File: src/rtl/contador_pkg.sv
// Shared types and opcodes for the counter sequencer.
// State encoding is visible on state_o for debug.
package contador_pkg;

  localparam int CNT_WIDTH = 12;
  localparam int PRESC_W   = 8;

  typedef enum logic [2:0] {
    S_IDLE  = 3'd0,
    S_LOAD  = 3'd1,
    S_RUN   = 3'd2,
    S_PAUSE = 3'd3,
    S_DONE  = 3'd4
  } state_e;

  localparam logic [2:0] OP_SET_TERM  = 3'b000;
  localparam logic [2:0] OP_SET_DIV   = 3'b001;
  localparam logic [2:0] OP_START_ONE = 3'b010;
  localparam logic [2:0] OP_START_RLD = 3'b011;
  localparam logic [2:0] OP_PAUSE     = 3'b100;
  localparam logic [2:0] OP_RESUME    = 3'b101;
  localparam logic [2:0] OP_ABORT     = 3'b110;
  localparam logic [2:0] OP_NOP       = 3'b111;

endpackage

File: src/rtl/contador_prescaler.sv
// Tick generator: one tick every div+1 enabled cycles.
// The divisor is sampled on clear and on each wrap.
module contador_prescaler #(
  parameter int DIV_W = 8
) (
  input  logic             clk,
  input  logic             rst,
  input  logic             clr_i,
  input  logic             hold_i,
  input  logic [DIV_W-1:0] div_i,
  output logic             tick_o
);

  logic [DIV_W-1:0] cnt_q, cnt_d;
  logic [DIV_W-1:0] div_q, div_d;

  always_comb begin
    tick_o = (cnt_q == div_q);
    cnt_d  = cnt_q;
    div_d  = div_q;
    if (clr_i) begin
      cnt_d = '0;
      div_d = div_i;
    end else if (!hold_i) begin
      if (tick_o) begin
        cnt_d = '0;
        div_d = div_i;
      end else begin
        cnt_d = cnt_q + 1'b1;
      end
    end
  end

  always_ff @(posedge clk or posedge rst) begin
    if (rst) begin
      cnt_q <= '0;
      div_q <= '0;
    end else begin
      cnt_q <= cnt_d;
      div_q <= div_d;
    end
  end

endmodule

File: src/rtl/contador_sequencer.sv
// Command-driven run controller for a loadable up-counter.
// Sequences load/enable strobes and flags terminal count.
module contador_sequencer
  import contador_pkg::*;
#(
  parameter int WIDTH = CNT_WIDTH,
  parameter int DIV_W = PRESC_W
) (
  input  logic             clk,
  input  logic             rst,
  input  logic             cmd_valid,
  output logic             cmd_ready,
  input  logic [2:0]       cmd_op,
  input  logic [WIDTH-1:0] cmd_data,
  input  logic [WIDTH-1:0] cnt_val,
  output logic             cnt_en,
  output logic             cnt_load,
  output logic [WIDTH-1:0] cnt_load_val,
  output logic             done,
  output logic             busy,
  output logic [2:0]       state_o
);

  state_e           state_q, state_d;
  logic [WIDTH-1:0] term_q, term_d;
  logic [DIV_W-1:0] div_q, div_d;
  logic [WIDTH-1:0] start_q, start_d;
  logic             reload_q, reload_d;

  logic tick;
  logic acc;
  logic at_term;
  logic run;

  contador_prescaler #(
    .DIV_W (DIV_W)
  ) u_presc (
    .clk    (clk),
    .rst    (rst),
    .clr_i  (state_q == S_LOAD),
    .hold_i (state_q != S_RUN),
    .div_i  (div_q),
    .tick_o (tick)
  );

  always_comb begin
    state_d  = state_q;
    term_d   = term_q;
    div_d    = div_q;
    start_d  = start_q;
    reload_d = reload_q;

    run     = (state_q == S_RUN);
    at_term = (cnt_val == term_q);

    cmd_ready    = (state_q != S_LOAD);
    acc          = cmd_valid && cmd_ready;
    cnt_load     = (state_q == S_LOAD);
    cnt_load_val = cnt_load ? start_q : '0;
    cnt_en       = run && tick && !at_term;
    done         = run && at_term;
    busy         = (state_q == S_LOAD) ||
                   (state_q == S_RUN)  ||
                   (state_q == S_PAUSE);
    state_o      = state_q;

    case (state_q)
      S_LOAD: state_d = S_RUN;
      S_RUN: begin
        if (at_term)
          state_d = reload_q ? S_LOAD : S_DONE;
      end
      default: ;
    endcase

    // Accepted commands override the terminal-count transition.
    if (acc) begin
      case (cmd_op)
        OP_SET_TERM: term_d = cmd_data;
        OP_SET_DIV:  div_d  = cmd_data[DIV_W-1:0];
        OP_START_ONE, OP_START_RLD: begin
          start_d  = cmd_data;
          reload_d = cmd_op[0];
          state_d  = S_LOAD;
        end
        OP_PAUSE: begin
          if (state_q == S_RUN)
            state_d = S_PAUSE;
        end
        OP_RESUME: begin
          if (state_q == S_PAUSE)
            state_d = S_RUN;
        end
        OP_ABORT: begin
          if (state_q == S_RUN ||
              state_q == S_PAUSE ||
              state_q == S_DONE)
            state_d = S_IDLE;
        end
        default: ;
      endcase
    end
  end

  always_ff @(posedge clk or posedge rst) begin
    if (rst) begin
      state_q  <= S_IDLE;
      term_q   <= '1;
      div_q    <= '0;
      start_q  <= '0;
      reload_q <= 1'b0;
    end else begin
      state_q  <= state_d;
      term_q   <= term_d;
      div_q    <= div_d;
      start_q  <= start_d;
      reload_q <= reload_d;
    end
  end

endmodule

File: config.mk
export PLATFORM = sky130hd
export DESIGN_NAME = contador_sequencer
export DESIGN_NICKNAME = d
export VERILOG_FILES = /design/src/rtl/contador_pkg.sv /design/src/rtl/contador_prescaler.sv /design/src/rtl/contador_sequencer.sv
export SDC_FILE = /design/constraint.sdc
export NUM_CORES = 1
export LEC_CHECK = 0
export BUFFER_PORTS_ARGS = -buffer_cell sky130_fd_sc_hd__buf_2
export CAP_MARGIN = 20
export CORE_ASPECT_RATIO = 0.9
export CORE_MARGIN = 4
export CORE_UTILIZATION = 59
export DETAILED_ROUTE_END_ITERATION = 12
export PLACE_DENSITY = 0.88
export RECOVER_POWER = 50
export SLEW_MARGIN = 10
export SYNTH_ARGS = -nofsm -noshare
export SYNTH_HDL_FRONTEND = slang
export SYNTH_SLANG_ARGS = --single-unit
File: constraint.sdc
create_clock -name clk -period 4.3 [get_ports clk]
set_input_delay 0 -clock clk [delete_from_list [all_inputs] [get_ports clk]]
set_output_delay 0 -clock clk [all_outputs]
set_load 0.05 [all_outputs]
Word level (Yosys, flattened, before mapping)
Cells that the tools add are included.
- flip-flop bits (word level): 52
- output and inout bits: 20
- input port bits: 30
- logic and storage cells: 54
- reductions and logical operators: 16
- muxes and demuxes: 15
- equality and inequality tests: 15
- add/subtract/negate cells: 1
- operator list (cell ; number):
    $mux W8 ; 6
    $mux W3 ; 6
    $eq A12 B12 Y1 ; 1
    $eq A3 B2 Y1 const B ; 4
    $eq A3 B3 Y1 const B ; 4
    $mux W12 ; 1
    $pmux W3 S4 ; 1
    $add A8 B1 Y8 const B ; 1
    $eq A8 B8 Y1 ; 1
    $reduce_and A2 Y1 ; 4
    $eq A3 B1 Y1 const B ; 2
    $pmux W3 S2 ; 1
    $logic_and A1 B1 Y1 ; 4
    $logic_or A1 B1 Y1 ; 4
    $logic_not A3 Y1 ; 1
    $ne A3 B1 Y1 const B ; 1
    $ne A3 B2 Y1 const B ; 1
    $ne A2 B2 Y1 const B ; 1
    $reduce_bool A2 Y1 ; 1
    $reduce_or A2 Y1 ; 1
    $logic_not A1 Y1 ; 1

Longest topological paths before layout
- depth in word-level cells: 6
- mapped depth: 7
- mapped depth without buffers: 6

Hierarchy
From an unflattened synthesis, not the netlist that was laid out.
- cell total of the unflattened synthesis: 228
- area total of the unflattened synthesis: 2735.1 sq um
- modules (own cells, without submodules) (module ; sequential area each (sq um) ; area an instance (sq um) ; cells an instance ; times used):
    contador_sequencer ; 915.9 ; 1845.5 ; 148 ; 1
    contador_prescaler ; 400.4 ; 889.6 ; 80 ; 1

Worst setup path after synthesis
OpenSTA, ideal clock, no wires.
- kind: reg2reg
- start: register state_q[1] (netlist: state_o[1])
- end: register state_q[0] (netlist: state_o[0])
- setup time: 0.070 ns
- required time: 4.230 ns
- stages on the path, launching flop included: 5
- period minus slack after synthesis: 3.159 ns
- slack: 1.141 ns
- arrival: 3.088 ns
- path buffers: 1
- path through: dfrtp_1 > buf_2 > nand2_1 > nor4_1 > a31o_2
- longest elaborated chain between the ends: 6
- elaborated cells between the ends (all ways): 14
- classes of those cells: eq/ne: 5; mux: 6; reduce/logical: 3
- ends and longest elaborated chain (element ; RTL line ; RTL):
    from (decl) ; contador_sequencer.sv:24 ; state_e state_q, state_d;
    from (signal assigned) ; contador_sequencer.sv:113 ; state_q <= state_d;
    parallel branches: the longest is 5 deep, another holds $pmux W3 S4 ; - ;
    $mux W3 (*) ; contador_sequencer.sv:77 ; if (acc) begin
    net state_d[0] ; contador_sequencer.sv:24 ;
Mark *: on every way through the listed nets, which the timed path passes.
A chain may end at the register's enable or synchronous reset.

==> results.sh <==
export IMPL_status="finished, violations left"
export IMPL_violations="max-capacitance violations, max-slew violations"
export IMPL_muxShareOfSynthArea_pct=17.49
export IMPL_cts_tree="built"
export IMPL_cp_max_fo=42
export IMPL_multiInputGateArea_um2=1270
export IMPL_rows=22
export IMPL_die_height_um=71.46
export IMPL_timing_fmax_mhz=387.5
export IMPL_die_area_um2=5610
export IMPL_core_area_um2=4184
export IMPL_seq_power_share_pct=48.3
export IMPL_viasPerCell=5.622
export IMPL_finClkSkew_ns=0.01196
export IMPL_rrSetupSlack_ns=1.89
export IMPL_synth_edf_count=0
export IMPL_antenna_found_initial=0
export IMPL_drv_cap=1
export IMPL_area_growth_pct=18.91
export IMPL_grt_ovfl_total=0
export IMPL_clock_sinks=52
export IMPL_fin_tns_setup_ns=0
export IMPL_hpwl_um=3935
export IMPL_slew_violations=43
export IMPL_p_leak_nw=1.339
export IMPL_die_width_um=78.51
export IMPL_p_switching_mw=0.6227
export IMPL_finalWeightedCongestion=0.8397
export IMPL_startpoint="rst"
export IMPL_ctsHtreeMaxLevel=2
export IMPL_async_flop_share_pct=100.0
export IMPL_drive_above_1_share_pct=35.64
export IMPL_period_share_pct=60.02
export IMPL_grt_start_max_net_pins=53
export IMPL_synthSimpleGateAreaFrac_pct=14.64
export IMPL_critPathRequiredTime_ns=4.28
export IMPL_route_vias_total=1962
export IMPL_clk_latency_ns=0.31
export IMPL_tightest_slew_ns=2.162
export IMPL_clock_path_buffers=2
export IMPL_port_buffers=49
export IMPL_synthesis_area_um2=2640
export IMPL_ys_seq_area_share_pct=49.86
export IMPL_synth_compound_area_share_pct=7.867
export IMPL_rsz0062_at_grt="false"
export IMPL_wl_um=5726
export IMPL_grt_usage_pct=22.04
export IMPL_synthAdderAreaFrac_pct=0.4739
export IMPL_cp_end_kind="asynchronous set/reset pin"
export IMPL_hold_buffers=13
export IMPL_grt_pass1_wl_um=9825
export IMPL_start_kind="input pin"
export IMPL_final_min_clock_period_ns=2.581
export IMPL_yosysTopAreaCell="dfrtp_1"
export IMPL_ant_nets=0
export IMPL_pwr_share_clk_pct=16.9
export IMPL_grt_pass1_vias=2068
export IMPL_r2r_start="state_o[0]"
export IMPL_synth_nets=256
export IMPL_synth_top_family_by_area="multiplexers"
export IMPL_initial_core_util_pct=63.10
export IMPL_yosysTopAreaCellShare_pct=37.91
export IMPL_cts_made_buffers=5
export IMPL_crit_end="u_presc.cnt_q[7]"
export IMPL_dominantRegCellSynth="dfrtp_1"
export IMPL_cts_resized=0
export IMPL_drc=0
export IMPL_intPower_mw=1.050
export IMPL_critPathArrivalTime_ns=2.56
export IMPL_synth_xor_xnor_area_share_pct=7.630
export IMPL_postSynthAreaPerCell_um2=11.73
export IMPL_finalHoldViolations=0
export IMPL_finalSetupViolCount=0
export IMPL_fin_nets=319
export IMPL_pin_count=50
export IMPL_pwr_share_comb_pct=34.9
export IMPL_first_pass_iters=4
export IMPL_synth_distinct_cells=45
export IMPL_peakVddDrop_v=0.0003492
export IMPL_crit_type="input pin to asynchronous set/reset pin"
export IMPL_wl_per_cell_um=16.41
export IMPL_fillers=294
export IMPL_r2r_cells=6
export IMPL_cts_root_buf="clkbuf_8"
export IMPL_fin_util_pct=75.03
export IMPL_drt_iter0_markers=115
export IMPL_crit_path_cell_trace="dlygate4sd3_1, buf_2, inv_1, clkbuf_1"
export IMPL_cp_slowest_stage_delay_ns=1.59
export IMPL_switching_share_pct=37.23
export IMPL_slew_headroom_pct=-44.14
export IMPL_ys_warn_count=0
export IMPL_yosys_top_cells_area="dfrtp_1, mux2_2, dfstp_2"
export IMPL_slowest_stage="clkbuf_1"
export IMPL_ys_ff_latch=52
export IMPL_diodes=0
export IMPL_power_density_nw_per_um2=532.8
export IMPL_register_area_um2=1316
export IMPL_synthCells=225
export IMPL_rr_endpoint="term_q[5]"
export IMPL_post_cts_setup_buffer_count=0
export IMPL_worstHoldPathType="input pin to register"
export IMPL_clk_pin_slew_ns=0.10
-- layout make-up --
type                       count  area share (%)
clock inverter                 2          0.5181
sequential                    52           41.93
clock buffer                   6           2.312
multi-input combinational    162           40.45
timing repair buffer          63           11.92
tap                           60           2.391
inverter                       4          0.4783
-- worst min-delay path by stage --
stage | start | end | slack (ns) | cells past startpoint
6_report | cmd_op[0] | reload_q | 0.03 | 2
5_1_grt | cmd_op[0] | reload_q | 0.04 | 2
4_1_cts | cmd_op[0] | reload_q | 0.02 | 2
3_5_place_dp | cmd_data[11] | term_q[11] | 0.24 | 2
3_3_place_gp | cmd_data[8] | term_q[8] | 0.23 | 2
2_1_floorplan | cmd_data[10] | start_q[10] | 0.13 | 1
-- logic make-up (layout without fill, tap and decap cells) --
logic type / count (synthesis) / after routing
AND/OR/NAND/NOR: 66 / 66
flip-flops: 52 / 52
multiplexers: 41 / 41
AO/OA/AOI/OAI: 31 / 31
XOR/XNOR: 23 / 23
buffers and inverters: 11 / 75
adder cells (fa/ha/maj): 1 / 1
-- synthesized netlist by cell type (2+ instances only) --
cell type	n
dfrtp_1	40
nand2b_1	2
mux2_1	11
clkbuf_1	4
or4_1	3
a31oi_1	2
xnor2_1	22
inv_1	3
and3_1	2
nor2b_1	2
o211ai_1	4
o21ai_0	9
nor2_1	8
nor4_1	2
mux2_2	30
nand2_1	11
nand2_2	2
a21oi_1	8
nand4_1	5
and2_1	14
nand3_1	5
dfstp_2	12
nor3_1	2
-- flip-flops by register name (all words and copies together) (netlist names) --
name           count
state_o            3
reload_q           1
term_q            12
u_presc.cnt_q      8
div_q              8
u_presc.div_q      8
start_q           12
-- critical path, delay by kind of cell --
family | cells | cell delay [ns]
buf+inv | 4 | 2.54
-- through the flow --
step / setup slack, ns / instances / total power, mW / instance area (um^2) / hold slack, ns
finish: 1.719 / 349 / 1.673 / 3139 / 0.02712
global route: 1.231 / 349 / 1.780 / 3139 / 0.03886
CTS: 1.912 / 348 / 1.678 / 3141 / 0.02218
detailed placement: 1.943 / 327 / 1.388 / 2922 / 0.2434
global placement: 2.038 / 327 / 1.358 / 2922 / 0.2313
floorplan: 1.141 / 225 / 1.245 / 2640 / 0.1317
-- power by group through the flow --
stage | clock network (mW) | logic [mW] | registers [mW]
after detailed placement | 0 | 0.574 | 0.814
final | 0.282 | 0.584 | 0.807
after floorplan | 0 | 0.463 | 0.783
after CTS | 0.287 | 0.586 | 0.805
after global placement | 0 | 0.556 | 0.802
after global routing | 0.312 | 0.640 | 0.828
-- layout by cell type (no fill, tap or decap), types with 5 or more instances in the layout --
| master | n |
|---|---|
| dfstp_2 | 11 |
| o21ai_0 | 9 |
| a21oi_1 | 8 |
| mux2_1 | 11 |
| nand3_1 | 5 |
| dfrtp_1 | 40 |
| nand4_1 | 5 |
| nand2_1 | 11 |
| mux2_2 | 30 |
| and2_1 | 14 |
| nor2_1 | 8 |
| buf_2 | 45 |
| clkbuf_8 | 5 |
| dlygate4sd3_1 | 13 |
| xnor2_1 | 22 |
| clkbuf_1 | 6 |
-- layer usage --
metal | part of all wire [%] | track usage, % | wire, um | vias up
met5 | 0 | 0 | 0 | -
met4 | 1.9 | 7.961 | 108 | 0
met3 | 4.8 | 4.899 | 274 | 11
met2 | 49 | 36.29 | 2803 | 56
met1 | 44 | 28.73 | 2540 | 968
li1 | - | - | - | 927
Note: power is estimated with default switching activity, not from simulation.
